[config.mk]
export PLATFORM = sky130hd
export DESIGN_NAME = axi_lite_master
export DESIGN_NICKNAME = d
export VERILOG_FILES = /design/src/rtl/axi_lite_master.sv
export SDC_FILE = /design/constraint.sdc
export NUM_CORES = 1
export LEC_CHECK = 0
export CAP_MARGIN = 20
export CORE_MARGIN = 2
export CORE_UTILIZATION = 39
export DETAILED_ROUTE_END_ITERATION = 16
export PLACE_DENSITY = 0.8
export REMOVE_ABC_BUFFERS = 1
export SLEW_MARGIN = 30
export SYNTH_ARGS = -nofsm -noshare
export SYNTH_HDL_FRONTEND = slang
export SYNTH_SLANG_ARGS = --single-unit
[constraint.sdc]
create_clock -name ACLK -period 3 [get_ports ACLK]
set_input_delay 0.9 -clock ACLK [delete_from_list [all_inputs] [get_ports ACLK]]
set_output_delay 0.9 -clock ACLK [all_outputs]
set_load 0.02 [all_outputs]
[src/rtl/axi_lite_master.sv]
// axi_lite_master: single-outstanding AXI4-Lite master driven by a simple transfer/ready command port.
// Define AXIL_MASTER_TIMEOUT_EN to enable the busy-state watchdog.
module axi_lite_master #(
  parameter int ADDR_W  = 4,
  parameter int TIMEOUT = 16
) (
  input  logic              ACLK,
  input  logic              ARESET,
  input  logic              transfer,
  input  logic              write,
  input  logic [ADDR_W-1:0] addr,
  input  logic [31:0]       wdata,
  output logic              ready,
  output logic              done,
  output logic [31:0]       rdata,
  output logic [1:0]        resp,
  output logic [ADDR_W-1:0] AWADDR,
  output logic              AWVALID,
  input  logic              AWREADY,
  output logic [31:0]       WDATA,
  output logic              WVALID,
  input  logic              WREADY,
  input  logic [1:0]        BRESP,
  input  logic              BVALID,
  output logic              BREADY,
  output logic [ADDR_W-1:0] ARADDR,
  output logic              ARVALID,
  input  logic              ARREADY,
  input  logic [31:0]       RDATA,
  input  logic              RVALID,
  output logic              RREADY,
  input  logic [1:0]        RRESP
);
  typedef enum logic [2:0] {IDLE, WR_ADDR_DATA, WR_RESP, RD_ADDR, RD_DATA} state_t;
  state_t state, state_n;
  logic aw_ok, w_ok, accept, aw_hs, w_hs, b_hs, r_hs, tmo;
  assign accept = transfer && ready;
  assign aw_hs  = AWVALID && AWREADY;
  assign w_hs   = WVALID && WREADY;
  assign b_hs   = BREADY && BVALID;
  assign r_hs   = RREADY && RVALID;
`ifdef AXIL_MASTER_TIMEOUT_EN
  localparam int CW = $clog2(TIMEOUT + 1);
  logic [CW-1:0] cnt;
  always_ff @(posedge ACLK or posedge ARESET)
    if (ARESET) cnt <= '0;
    else cnt <= accept ? '0 : (state != IDLE ? cnt + CW'(1) : cnt);
  assign tmo = (state != IDLE) && (cnt == CW'(TIMEOUT - 1));
`else
  logic unused_timeout;
  assign unused_timeout = TIMEOUT[0];
  assign tmo = 1'b0;
`endif
  always_ff @(posedge ACLK or posedge ARESET)
    if (ARESET) state <= IDLE;
    else state <= state_n;
  always_comb begin
    state_n = state;
    unique case (state)
      IDLE:         state_n = accept ? (write ? WR_ADDR_DATA : RD_ADDR) : IDLE;
      WR_ADDR_DATA: state_n = ((aw_ok || aw_hs) && (w_ok || w_hs)) ? WR_RESP : WR_ADDR_DATA;
      WR_RESP:      state_n = BVALID ? IDLE : WR_RESP;
      RD_ADDR:      state_n = ARREADY ? RD_DATA : RD_ADDR;
      RD_DATA:      state_n = RVALID ? IDLE : RD_DATA;
      default:      state_n = IDLE;
    endcase
    if (tmo) state_n = IDLE;
  end
  // VALIDs come only from state and registered handshake flags, never from READY inputs
  always_comb begin
    ready   = state == IDLE;
    AWVALID = (state == WR_ADDR_DATA) && !aw_ok;
    WVALID  = (state == WR_ADDR_DATA) && !w_ok;
    BREADY  = state == WR_RESP;
    ARVALID = state == RD_ADDR;
    RREADY  = state == RD_DATA;
  end
  always_ff @(posedge ACLK or posedge ARESET)
    if (ARESET) begin
      aw_ok  <= 1'b0;
      w_ok   <= 1'b0;
      AWADDR <= '0;
      ARADDR <= '0;
      WDATA  <= '0;
      rdata  <= '0;
      resp   <= '0;
      done   <= 1'b0;
    end else begin
      done <= b_hs || r_hs || tmo;
      if (accept) begin
        aw_ok  <= 1'b0;
        w_ok   <= 1'b0;
        AWADDR <= addr;
        ARADDR <= addr;
        WDATA  <= wdata;
      end else begin
        if (aw_hs) aw_ok <= 1'b1;
        if (w_hs) w_ok <= 1'b1;
      end
      if (tmo) resp <= 2'b10;
      else if (b_hs) resp <= BRESP;
      else if (r_hs) begin
        resp  <= RRESP;
        rdata <= RDATA;
      end
    end
endmodule
Word level (Yosys, flattened, before mapping)
Cells that the tools add are included.
{"block": "word_totals", "ff_bits": 76, "latchBits": 0, "ramBits": 0, "rom_bits": 0, "inputBits": 81, "output_inout_bits": 81, "wordCells": 44, "mem_count": 0}
{"block": "classes", "add_sub_neg": 0, "multipliers": 0, "div": 0, "n_lt_le_gt_ge": 0, "eq_ne": 4, "shift": 0, "muxes": 13, "bitwise": 1, "reduce_logical": 18}
{"operator": "3-bit case mux with 5 select lines", "count": 1}
{"operator": "2-bit 2-to-1 mux", "count": 6}
{"operator": "1-bit logical AND", "count": 8}
{"operator": "3-bit by 2-bit == test with 1-bit output (second input constant)", "count": 2}
{"operator": "3-bit 2-to-1 mux", "count": 2}
{"operator": "2-bit nonzero test", "count": 3}
{"operator": "1-bit 2-to-1 mux", "count": 4}
{"operator": "3-bit by 1-bit == test with 1-bit output (second input constant)", "count": 1}
{"operator": "3-bit == test (second input constant)", "count": 1}
{"operator": "3-bit zero test", "count": 1}
{"operator": "1-bit logical OR", "count": 3}
{"operator": "1-bit zero test", "count": 2}
{"operator": "2-bit AND reduction", "count": 1}
{"operator": "1-bit NOT", "count": 1}

Logic depth before layout (Yosys ltp)
Gate-level depths: netlist of run 1.
{"block": "depth", "ltp_word": 7, "depth_mapped": 6, "depth_no_buf": 3}

Worst setup path before layout of run 1
OpenSTA, ideal clock, no wires.
{"block": "synth_timing", "path_kind": "register to output", "startpoint": "register state[2]", "endpoint": "output port AWVALID", "arrival_time_ps": 1157, "required_time_ps": 2100, "slack_ps": 943, "path_stages_with_launch": 4, "path_buffers": 0, "cell_sequence": "dfrtp_1 nand2b_1 or2_2 nor2_1"}
{"block": "synth_via", "elab_chain_len": 2}
{"element": "start: declaration", "line_no": "35", "rtl": "state_t state, state_n;"}
{"element": "start signal: assignment", "line_no": "56", "rtl": "else state <= state_n;"}
{"element": "3-bit by 1-bit == test with 1-bit output", "line_no": "72", "rtl": "AWVALID = (state == WR_ADDR_DATA) && !aw_ok;"}
{"element": "1-bit logical AND", "line_no": "72"}
{"element": "end: declaration", "line_no": "18", "rtl": "output logic AWVALID,"}
No other way between the ends.

Worst setup path in the final report of run 1
Ends and elaborated chain as after synthesis.

==> flow_summary.json, run 1 <==
{
  "firstDrtPassIters": 2,
  "gp_congestion": 0.778,
  "ys_seq_area_share_pct": 61.7,
  "boundaryPins": 162,
  "start_util_pct": 40.1,
  "synth.distinct_cells": 26,
  "hold_class": "flop to flop",
  "cts_buffers": 9,
  "grt_start_max_net_pins": 65,
  "min_path_cells": 1,
  "clk_path_buf_depth": 2,
  "die-area_mm2": 0.00863,
  "clk_pin_slew_worst_paths_ns": 0.08,
  "start_kind": "flop",
  "cts_tree": "built",
  "power.leakage_nw": 2.18,
  "setup.worst_path.class": "flop to output port",
  "outcome": "finished clean",
  "fmax_mhz": 344,
  "synth_top_area_share_pct": 61.7,
  "drt_iter0_drc": 49,
  "fin_crit_ns": 2.91,
  "ff2ff_path_depth": 4,
  "synth_cells": 192,
  "n_antenna_cell": 0,
  "globalRouteOverflowTotal": 0,
  "hpwl_mm": 5.18,
  "synth_seq_cells": 76,
  "cts_resized": 0,
  "nNetsFinal": 434,
  "synth_area_leader_cell": "dfrtp_1",
  "syn_area_mm2": 0.00308,
  "ant_nets": 0,
  "cap_violations": 0,
  "rsz0062_at_grt": "no",
  "syn2layout_area_growth_pct": 61.8,
  "worstPathRequired_ns": 2.10,
  "grt.total_usage_pct": 16.4,
  "routed_wl_mm": 6.94,
  "p_total_mw": 5.16,
  "num_vias": 2123,
  "rows": 32,
  "finalHoldViolCount": 0,
  "slew_violations": 0,
  "min_period_over_period_pct": 97.0,
  "worst_pin_slew_ns": 0.674,
  "grt_pass1_wl_mm": 10.8,
  "antenna_found_initial": 0,
  "setup_viol": 0,
  "cts_sinks": 76,
  "post-cts-setup-buffer-count": 0,
  "cp_max_fo": 9,
  "synth.area.top_cells": "dfrtp_1, mux2_1, mux2_4, mux2_2, buf_6",
  "layout-drive-gt1-share_pct": 18.7,
  "synth.avg_cell_area_um2": 16.0,
  "hold_ws_ns": 0.489,
  "relSlewSlack_pct": 54.4,
  "avgViaCountPerCell": 4.62,
  "arrival_ns": 2.01,
  "setup_tns_ns": 0,
  "skew_ns": 0.00801,
  "port_buffers": 161,
  "vdd_drop_max_mv": 0.631,
  "cts_hold_buf": 0,
  "die_h_um": 92.9,
  "core_area_mm2": 0.00769,
  "drc": 0,
  "wl_per_cell_um": 15.1,
  "cts-root-buf": "clkbuf_8",
  "h-tree-depth": 3,
  "powerDensity_mw_per_mm2": 1040,
  "grt_pass1_vias": 2210,
  "end_kind": "output port",
  "clock_latency_ns": 0.34,
  "ys_warn_count": 0,
  "fp.dieW_um": 92.9
}
-- state kept, by name, summed over array words and instances (netlist names) --
signal,cells
w_ok,1
rdata,32
done,1
WDATA,32
aw_ok,1
resp,2
state,3
ARADDR,4
-- power by group --
part / leakage [nW] / total, mW / internal [mW] / switching (mW)
combinational: 1.15 / 2.60 / 1.44 / 1.16
clock: 0.0938 / 0.796 / 0.429 / 0.367
sequential: 0.936 / 1.76 / 1.49 / 0.275
total: 2.18 / 5.16 / 3.36 / 1.80
-- worst paths after layout --
check	slack, ns	startpoint	end
setup / recovery	0.09	state[2]	AWVALID
hold / removal	0.49	rdata[16]	rdata[16]
setup reg to reg	1.28	state[1]	WDATA[11]
hold reg to reg	0.49	rdata[16]	rdata[16]
max in group asynchronous	1.62	ARESET	rdata[7]
min in group asynchronous	0.79	ARESET	WDATA[20]
-- worst max-delay path, stage by stage (launching register included) --
cell and delay, ns:
dfrtp_1 0.47, nand2b_1 0.19, or2_2 0.31, nor2_1 0.10
clkdlybuf4s50_1 0.61
-- layer usage --
layer / vias up / global-route usage [%] / wire length, um
met5: - / 0 / 0
li1: 991 / - / -
met3: 13 / 6.27 / 686
met1: 1005 / 19.4 / 2810
met4: 0 / 8.09 / 167
met2: 114 / 26.0 / 3270
-- layout by cell type (no fill, tap or decap), drive strengths merged --
master and instances:
dlymetal6s2s 1, mux2i 3, and2 1, nor3b 3, and3b 1, nor3 1, inv 1, or2 2
clkdlybuf4s50 160, mux2 68, bufinv 1, a21oi 2, nor2 4, nand2 4, buf 3, nand2b 1
clkbuf 11, nor4bb 2, a22o 1, dfrtp 76, clkinvlp 4, o221ai 1, o21ai 4, o22ai 1
nand3b 1, clkinv 1
-- area by class of cell --
cell class,count,area (um2)
fill,594,2700
sequential,76,1900
timing repair buffer,164,1670
multi-input combinational,100,1060
clock buffer,11,151
tap,102,128
clock inverter,5,60.1
inverter,2,8.76
-- stage by stage --
stage	utilization, %	instance area (um2)	setup slack, ns	std cells
2_1_floorplan	-	2950	-2.04	178
3_3_place_gp	62.0	4770	0.487	444
3_5_place_dp	62.0	4770	0.436	444
4_1_cts	64.8	4980	0.0416	460
5_1_grt	64.8	4980	0.0283	460
6_report	64.8	4980	0.0900	460
-- synthesized netlist by cell type --
cell type,number
o221ai_1,1
nor2_1,4
a22o_1,1
nand2b_1,1
a21oi_1,2
o22ai_1,1
buf_2,2
nand3b_1,1
buf_8,1
dfrtp_1,76
nor4bb_1,2
and3b_1,1
buf_6,6
mux2i_1,3
mux2_1,27
mux2_2,23
nor3_2,1
o21ai_1,2
or2_2,2
nor3b_1,3
o21ai_0,2
inv_1,2
and2_1,1
buf_4,5
nand2_1,4
mux2_4,18
-- logic make-up after synthesis --
| logic type | Yosys count | synth area share (%) |
|---|---|---|
| AND/OR/NAND/NOR | 20 | 4.02 |
| flip-flops | 76 | 61.7 |
| AO/OA/AOI/OAI | 9 | 1.75 |
| multiplexers | 71 | 28.0 |
| buffers and inverters | 16 | 4.47 |
(Power assumes the default switching activity.)
==> run 2: changes to the inputs <==
Settings changed: CAP_MARGIN 20 to unset.
==> results of run 2 <==
The final DEF is identical to that of run 1; final timing and power are the same.
